$ cat config.mk
export PLATFORM = sky130hd
export DESIGN_NAME = rf_writeback_arbiter
export DESIGN_NICKNAME = d
export VERILOG_FILES = /design/src/rtl/rf_wb_pkg.sv /design/src/rtl/wb_load_fifo.sv /design/src/rtl/rf_writeback_arbiter.sv
export SDC_FILE = /design/constraint.sdc
export NUM_CORES = 1
export LEC_CHECK = 0
export BUFFER_PORTS_ARGS = -buffer_cell sky130_fd_sc_hd__buf_2
export CAP_MARGIN = 20
export CORE_MARGIN = 3
export CORE_UTILIZATION = 58
export CTS_CLUSTER_SIZE = 25
export DETAILED_ROUTE_END_ITERATION = 8
export GPL_ROUTABILITY_DRIVEN = 1
export PLACE_DENSITY = 0.85
export SYNTH_ARGS = -nofsm -noshare
export SYNTH_HDL_FRONTEND = slang
export SYNTH_SLANG_ARGS = --single-unit
$ cat constraint.sdc
create_clock -name clk -period 5 [get_ports clk]
set_input_delay 0.75 -clock clk [delete_from_list [all_inputs] [get_ports clk]]
set_output_delay 0.75 -clock clk [all_outputs]
set_load 0.005 [all_outputs]
$ cat src/rtl/rf_wb_pkg.sv
// Shared definitions for the register-file writeback arbiter.
//   XLEN_DEF : default data width of the write port
//   REG_AW   : register address width (32 architectural registers)
//   wb_req_t : one writeback request (destination + data)
//   wb_src_e : which source owns the write port in a given cycle
package rf_wb_pkg;

    localparam int XLEN_DEF = 32;
    localparam int REG_AW   = 5;

    typedef struct packed {
        logic [REG_AW-1:0]   rd;
        logic [XLEN_DEF-1:0] data;
    } wb_req_t;

    typedef enum logic [1:0] {
        SRC_NONE,
        SRC_ALU,
        SRC_LQ,
        SRC_BYP
    } wb_src_e;

endpackage

$ cat src/rtl/wb_load_fifo.sv
// In-order FIFO holding load responses that lost the write port.
//   clk, rst : clock, asynchronous active-high reset (empties the FIFO)
//   push/din : enqueue din (ignored when full)
//   pop      : dequeue the head entry (ignored when empty)
//   head     : current head entry, valid when !empty
//   count    : number of stored entries
//   full     : count == DEPTH
//   empty    : count == 0
module wb_load_fifo #(
    parameter int WIDTH = 37,
    parameter int DEPTH = 2,
    localparam int PW   = $clog2(DEPTH),
    localparam int CW   = PW + 1
) (
    input  logic             clk,
    input  logic             rst,
    input  logic             push,
    input  logic [WIDTH-1:0] din,
    input  logic             pop,
    output logic [WIDTH-1:0] head,
    output logic [CW-1:0]    count,
    output logic             full,
    output logic             empty
);

    logic [WIDTH-1:0] mem [DEPTH];
    logic [PW-1:0]    wr_ptr;
    logic [PW-1:0]    rd_ptr;
    logic             do_push;
    logic             do_pop;

    assign full    = (count == CW'(DEPTH));
    assign empty   = (count == '0);
    assign do_push = push && !full;
    assign do_pop  = pop && !empty;
    assign head    = mem[rd_ptr];

    // Storage is not reset: entries are only ever read once count says they exist.
    always_ff @(posedge clk) begin
        if (do_push) begin
            mem[wr_ptr] <= din;
        end
    end

    // DEPTH is a power of two, so the pointers wrap by plain overflow.
    always_ff @(posedge clk or posedge rst) begin
        if (rst) begin
            wr_ptr <= '0;
            rd_ptr <= '0;
            count  <= '0;
        end else begin
            if (do_push) begin
                wr_ptr <= wr_ptr + 1'b1;
            end
            if (do_pop) begin
                rd_ptr <= rd_ptr + 1'b1;
            end
            case ({do_push, do_pop})
                2'b10:   count <= count + 1'b1;
                2'b01:   count <= count - 1'b1;
                default: count <= count;
            endcase
        end
    end

endmodule

$ cat src/rtl/rf_writeback_arbiter.sv
// Merges the ALU result stream and the load-response stream onto the
// register file's single write port, and keeps a scoreboard of registers
// with an outstanding load.
//   clk, rst                  : clock, asynchronous active-high reset
//   alu_valid/rd/data         : ALU writeback, no backpressure, highest priority
//   ld_issue_valid/rd, ready  : load issue from decode; ready = destination not busy
//   lresp_valid/ready/rd/data : load response stream, buffered in a small queue
//   rf_we/waddr/wdata         : registered write port (one cycle latency)
//   busy                      : scoreboard, busy[r]=1 while a load to r is outstanding
//   lq_count                  : number of queued load responses
//   err_waw                   : sticky flag, ALU wrote a register with a pending load
module rf_writeback_arbiter
    import rf_wb_pkg::*;
#(
    parameter int XLEN     = XLEN_DEF,
    parameter int LQ_DEPTH = 2
) (
    input  logic                      clk,
    input  logic                      rst,
    input  logic                      alu_valid,
    input  logic [REG_AW-1:0]         alu_rd,
    input  logic [XLEN-1:0]           alu_data,
    input  logic                      ld_issue_valid,
    input  logic [REG_AW-1:0]         ld_issue_rd,
    output logic                      ld_issue_ready,
    input  logic                      lresp_valid,
    output logic                      lresp_ready,
    input  logic [REG_AW-1:0]         lresp_rd,
    input  logic [XLEN-1:0]           lresp_data,
    output logic                      rf_we,
    output logic [REG_AW-1:0]         rf_waddr,
    output logic [XLEN-1:0]           rf_wdata,
    output logic [31:0]               busy,
    output logic [$clog2(LQ_DEPTH):0] lq_count,
    output logic                      err_waw
);

    localparam int EW = REG_AW + XLEN;

    logic              alu_ok;
    logic              accept;
    logic              issue;
    logic              lq_full;
    logic              lq_empty;
    logic              push;
    logic              pop;
    logic [EW-1:0]     head;
    logic [REG_AW-1:0] head_rd;
    logic [XLEN-1:0]   head_data;
    wb_src_e           src;
    logic [REG_AW-1:0] sel_rd;
    logic [XLEN-1:0]   sel_data;
    logic              load_wr;
    logic [31:0]       busy_nxt;

    assign alu_ok      = alu_valid && (alu_rd != '0);
    assign lresp_ready = !lq_full;
    assign accept      = lresp_valid && lresp_ready;
    assign head_rd     = head[EW-1:XLEN];
    assign head_data   = head[XLEN-1:0];

    // busy[0] is held at zero, so x0 always reads as ready.
    assign ld_issue_ready = !busy[ld_issue_rd];
    assign issue          = ld_issue_valid && ld_issue_ready && (ld_issue_rd != '0);

    // Port owner for this cycle. Bypass is only reachable with the queue
    // empty, which keeps load writes in arrival order.
    always_comb begin
        src = SRC_NONE;
        if (alu_ok) begin
            src = SRC_ALU;
        end else if (!lq_empty) begin
            src = SRC_LQ;
        end else if (accept && (lresp_rd != '0)) begin
            src = SRC_BYP;
        end
    end

    always_comb begin
        sel_rd   = rf_waddr;
        sel_data = rf_wdata;
        load_wr  = 1'b0;
        case (src)
            SRC_ALU: begin
                sel_rd   = alu_rd;
                sel_data = alu_data;
            end
            SRC_LQ: begin
                sel_rd   = head_rd;
                sel_data = head_data;
                load_wr  = 1'b1;
            end
            SRC_BYP: begin
                sel_rd   = lresp_rd;
                sel_data = lresp_data;
                load_wr  = 1'b1;
            end
            default: begin
                sel_rd   = rf_waddr;
                sel_data = rf_wdata;
            end
        endcase
    end

    // Responses to x0 are accepted (to free the source) but never stored.
    assign push = accept && (lresp_rd != '0) && (src != SRC_BYP);
    assign pop  = (src == SRC_LQ);

    // A load write clears its bit; a new issue to the same register in the
    // same cycle must win, so the set is applied last.
    always_comb begin
        busy_nxt = busy;
        if (load_wr) begin
            busy_nxt[sel_rd] = 1'b0;
        end
        if (issue) begin
            busy_nxt[ld_issue_rd] = 1'b1;
        end
        busy_nxt[0] = 1'b0;
    end

    wb_load_fifo #(
        .WIDTH (EW),
        .DEPTH (LQ_DEPTH)
    ) u_lq (
        .clk   (clk),
        .rst   (rst),
        .push  (push),
        .din   ({lresp_rd, lresp_data}),
        .pop   (pop),
        .head  (head),
        .count (lq_count),
        .full  (lq_full),
        .empty (lq_empty)
    );

    // Registered write port, scoreboard and sticky hazard flag. Address and
    // data hold their last values on idle cycles; only rf_we pulses.
    always_ff @(posedge clk or posedge rst) begin
        if (rst) begin
            rf_we    <= 1'b0;
            rf_waddr <= '0;
            rf_wdata <= '0;
            busy     <= '0;
            err_waw  <= 1'b0;
        end else begin
            rf_we    <= (src != SRC_NONE);
            rf_waddr <= sel_rd;
            rf_wdata <= sel_data;
            busy     <= busy_nxt;
            if (alu_ok && busy[alu_rd]) begin
                err_waw <= 1'b1;
            end
        end
    end

endmodule

### Yosys cells after proc, flatten, opt, wreduce, memory -nomap -nowiden

Memory sizes are Yosys's and may differ from the RTL's.
Index checks and enable logic that the tools add are counted.

* bits in registers: 74
* bits in writable memories: 74
* word-level logic and storage cells: 69
* input port bits: 84
* memories: 1

Memories
* u_lq.mem: words 2, width 37, rd ports 1, clocked after Yosys merged registers in 0, wr ports 1, RTL line wb_load_fifo.sv:26 `logic [WIDTH-1:0] mem [DEPTH];`

* magnitude comparators: 5
* reduce and logical (&&, ||, !) cells: 22
* bitwise gates (word level): 3
* multiplexer cells: 19
* add/subtract/negate cells: 4
* equal/unequal tests: 7

Operator list (number)
* 32-bit one-hot mux with 3 select lines: 1
* 32-bit 2-to-1 mux: 2
* 32-bit bitwise AND: 1
* 32-bit inverter: 1
* 32-bit bitwise OR: 1
* 5-bit by 6-bit less-than comparator with 1-bit output (second input constant): 3
* 5-bit one-hot mux with 3 select lines: 1
* 5-bit nonzero test: 3
* 1-bit logical AND: 11
* 1-bit binary-select mux with 5-bit select: 2
* 1-bit demux with 5-bit select: 2
* 5-bit by 1-bit >= comparator with 1-bit output (second input constant): 2
* 2-bit equality test (second input constant): 4
* 1-bit 2-to-1 mux: 7
* 2-bit 2-to-1 mux: 3
* 2-bit by 1-bit equality test with 1-bit output (second input constant): 2
* 2-bit one-hot mux with 2 select lines: 1
* 2-bit nonzero test: 2
* 1-bit zero test: 3
* 3-bit nonzero test: 1
* 1-bit adder (second input constant): 2
* 2-bit by 1-bit adder with 2-bit output (second input constant): 1
* 2-bit zero test: 1
* 2-bit != test (second input constant): 1
* 2 further kinds: 2

### Longest topological paths before layout

* depth after elaboration: 18
* mapped depth: 10
* mapped depth without buffers: 9

### By module

Synthesis repeated with hierarchy kept, for this count alone.

* cells, all modules: 550
* area, all modules: 6915.4 um^2

Modules (own cells, without submodules)
* rf_writeback_arbiter: seq. area each 1751.7 um^2, cells an instance 416, area each 3962.6 um^2, times used 1
* wb_load_fifo: seq. area each 2322.2 um^2, cells an instance 134, area each 2952.8 um^2, times used 1

### Worst setup path before layout

No wires, ideal clock.

* kind: input to register
* from: in lresp_rd[3]
* to: mem u_lq.mem[0][0] (enable)
* setup slack: 1192 ps
* buffers on the path: 1
* data required time: 4569 ps
* cell stages on the path: 7
* library setup time: 431 ps
* arrival: 3377 ps
* cells stage by stage: nor3_1 -> nand2_1 -> nand2_1 -> nor4_4 -> or3b_1 -> buf_2 -> nor2_1

* cells in the longest elaborated chain, start to end: 10

Ends and longest elaborated chain
* start: declaration: RTL line rf_writeback_arbiter.sv:28 `input logic [REG_AW-1:0] lresp_rd,`
* 5-bit nonzero test (*): RTL line rf_writeback_arbiter.sv:74, rf_writeback_arbiter.sv:106
* 1-bit logical AND (*): RTL line rf_writeback_arbiter.sv:74, rf_writeback_arbiter.sv:106
* 2-bit 2-to-1 mux: RTL line rf_writeback_arbiter.sv:74 `end else if (accept && (lresp_rd != '0)) begin`
* 2-bit 2-to-1 mux: RTL line rf_writeback_arbiter.sv:72 `end else if (!lq_empty) begin`
* 2-bit 2-to-1 mux: RTL line rf_writeback_arbiter.sv:70 `if (alu_ok) begin`
* 2-bit != test: RTL line rf_writeback_arbiter.sv:106 `assign push = accept && (lresp_rd != '0) && (src != SRC_BYP);`
* 1-bit logical AND (*): RTL line rf_writeback_arbiter.sv:106
* 1-bit logical AND (*): RTL line wb_load_fifo.sv:34 `assign do_push = push && !full;`
* 1-bit 2-to-1 mux (*): RTL line wb_load_fifo.sv:40 `if (do_push) begin`
* 1-bit 2-to-1 mux (implied by the code) (*): RTL line wb_load_fifo.sv:41 `mem[wr_ptr] <= din;`
* end: declaration: RTL line wb_load_fifo.sv:26

Mark *: on every way between the ends. The rest lies on a longest branch, timed or not.

### Worst setup path after layout

* from: in alu_rd[0]
* to: mem u_lq.mem[0][31] (enable)

* cells in the longest elaborated chain, start to end: 8

Ends and longest elaborated chain
* start: declaration: RTL line rf_writeback_arbiter.sv:21 `input logic [REG_AW-1:0] alu_rd,`
* 5-bit nonzero test: RTL line rf_writeback_arbiter.sv:56 `assign alu_ok = alu_valid && (alu_rd != '0);`
* 1-bit logical AND: RTL line rf_writeback_arbiter.sv:56
* 2-bit 2-to-1 mux: RTL line rf_writeback_arbiter.sv:70
* 2-bit != test: RTL line rf_writeback_arbiter.sv:106
* 1-bit logical AND: RTL line rf_writeback_arbiter.sv:106
* 1-bit logical AND: RTL line wb_load_fifo.sv:34
* 1-bit 2-to-1 mux: RTL line wb_load_fifo.sv:40
* 1-bit 2-to-1 mux (implied by the code): RTL line wb_load_fifo.sv:41

Every way passes these cells.

==> results.toml <==
[setup_path]
worstSetupPathType = "primary input to register"
arrival_ns = 3.50
crit_chain = "buf_2 > o41a_1 > nor4_4 > or3b_1 > nor2_4 > buf_4"
cp-start-kind = "primary input"
reg2reg_to = "busy[11]"
cp_max_fo = 21
r2r_start = "u_lq.rd_ptr"
worstSetupStartpoint = "alu_rd[0]"
r2r_cells = 6
critPathCaptureType = "register"
cp-endpoint = "u_lq.mem[0][31]"
critPathSlowestCell = "o41a_1"
cp_slowest_stage_delay_ns = 0.85
reg2reg_slack_ns = 2.01
crit_required_ns = 5.10

[cells_and_area]
layoutNonFillerInstCount = 856
seq_area_um2 = 4075
multi_input_area_um2 = 2688
nets = 784
drive_above_1_share_pct = 33.43
layout_commonest_cell = "buf_2"
fin_area_um2 = 8394
utilization_pct = 72.28
final_cell_mix = "buf_2, edfxtp_1, dfrtp_1"
area_delta_synth_final_pct = 20.08
fillers = 778

[clocking]
clock-root-buffer = "clkbuf_16"
cts-resized-gates = 0
clkLatencyLatePin_ns = 0.42
cts_tree = "done"
cts.sinks = 148
hold_buffers = 0
cts_buffer_depth = 2
numCtsBuffers = 17
htreeDepth = 4
post_cts_buffers = 0
path_clk_slew_ns = 0.06

[die]
die_x_um = 115.8
core_um2 = 11610
die-area_um2 = 13410
die_h_um = 115.8
initial_utilization_pct = 60.19
io_pins = 159
fp-row-count = 39

[run]
maxCapViolations = 0

[sta]
slew_headroom_pct = 25.17
worstMarginPinSlew_ns = 1.122
post-route-min-period_ns = 3.401
finalHoldViolCount = 0
max_freq_ghz = 0.2941
fin_ws_ns = 1.600
hold_ws_ns = 0.3266
period_share_pct = 68.01
setup_violations = 0
fin_setup_tns_ns = 0
fin_skew_ns = 0.008547
slew_viol_final = 0
rsz0062_at_grt = "false"

[yosys]
syn_inst = 552
async_flop_share_pct = 50.00
synth_enable_flop_cells = 74
synth.yosys.seq_area_share_pct = 58.28
synth_cell_types = 64
synth_nets = 637
yosys_most_used_dff = "edfxtp_1"
syn_area_um2 = 6990
synth_area_per_cell_um2 = 12.66
yosys_warnings = 0
yosys_register_bits = 148

[power]
total_power_mw = 4.719
cellLeakagePower_nw = 3.470
powerDensity_nw_per_um2 = 562.1
vdd_drop_max_mv = 0.2617

[placed_design]
placed_area_um2 = 7823
preCtsSetupSlack_ns = 1.177
io_buffers = 157
dp_hpwl_um = 12340
place_congestion = 0.9621
dp.cells = 823

[grt]
antenna_found_initial = 2
grt_max_degree = 55
grt_pass1_wl_um = 28170
gr-total-overflow = 0
grt_pass1_vias = 5428
grt_util_all_layers_pct = 27.69

[drt]
drc_errors = 0
wl_met3_um = 1805
routed.top_layer = "met5"
firstDrtPassIters = 5
viasPerCell = 6.374
ant_nets = 0
wl_met2_um = 8695
num_vias = 5456
drt_first_iter_violations = 464
wl_per_cell_um = 20.88
wl_met1_um = 6894
routed_wl_um = 17870

[status]
status = "finished, final reports clean"

[hold_path]
hp-class = "primary input to asynchronous set/reset pin"
where the power goes:
group,total [mW],internal [mW],switching [mW]
registers,2.04,1.69,0.357
clock network,1.20,0.706,0.496
logic,1.47,0.694,0.781
total,4.72,3.08,1.63
flip-flops by register name (all words and copies together), names as in the netlist:
register     flops
busy            31
err_waw          1
rf_waddr         5
rf_wdata        32
rf_we            1
u_lq.count       2
u_lq.mem        74
u_lq.rd_ptr      1
u_lq.wr_ptr      1
cell families after synthesis:
kind of cell	Yosys count	share of synthesized area, %
other	1	0.05364
multiplexers	61	12.06
adder cells (fa/ha/maj)	1	0.1790
buffers and inverters	47	3.490
AO/OA/AOI/OAI	153	16.02
flip-flops	148	58.28
XOR/XNOR	5	0.6264
AND/OR/NAND/NOR	136	9.290
synth_stat cells (all sizes together) (3+ instances only):
cell type | n | share of area (%)
nand2b | 6 | 0.54
clkbuf | 16 | 0.91
a22oi | 6 | 0.64
nor3 | 14 | 1.1
xnor2 | 4 | 0.50
a21o | 6 | 0.66
nand2 | 24 | 1.3
dfrtp | 74 | 26
o21ai | 30 | 2.3
and2 | 3 | 0.27
a21oi | 34 | 2.5
inv | 11 | 0.59
a32oi | 3 | 0.38
nor2 | 71 | 4.0
edfxtp | 74 | 32
mux4 | 18 | 5.9
o31ai | 21 | 2.3
nor2b | 3 | 0.27
a221oi | 32 | 4.4
a22o | 5 | 0.63
mux2 | 3 | 0.48
buf | 20 | 2.0
mux2i | 40 | 5.7
layout make-up:
cell class | instances | share of cell area [%]
clock buffers | 22 | 5.917
diodes | 1 | 0.02981
flip-flops and latches | 148 | 48.55
well taps | 143 | 2.131
multi-input cells | 357 | 32.02
inverters | 11 | 0.5068
clock inverters | 10 | 0.8645
repair buffers | 164 | 9.987
per-layer routing:
layer	global-route usage, %	vias up
met2	43.88	360
li1	-	2432
met3	9.138	44
met1	35.05	2618
met4	12.30	2
met5	0	-
worst min-delay path by stage:
stage	from	to	slack (ns)	depth (start not counted)
detailed placement	err_waw	err_waw	0.48	1
global route	rst	rf_wdata[12]	0.36	2
global placement	err_waw	err_waw	0.47	1
finish	rst	rf_wdata[12]	0.33	2
floorplan	rf_wdata[27]	rf_wdata[27]	0.46	2
CTS	rst	rf_wdata[12]	0.33	2
critical path: cells and delay by family:
family	cells	cell delay [ns]
buffers and inverters	2	0.71
AOI/OAI and AO/OA	1	0.85
and+or+nand+nor	3	1.17
Note: power is estimated with default switching activity, not from simulation.
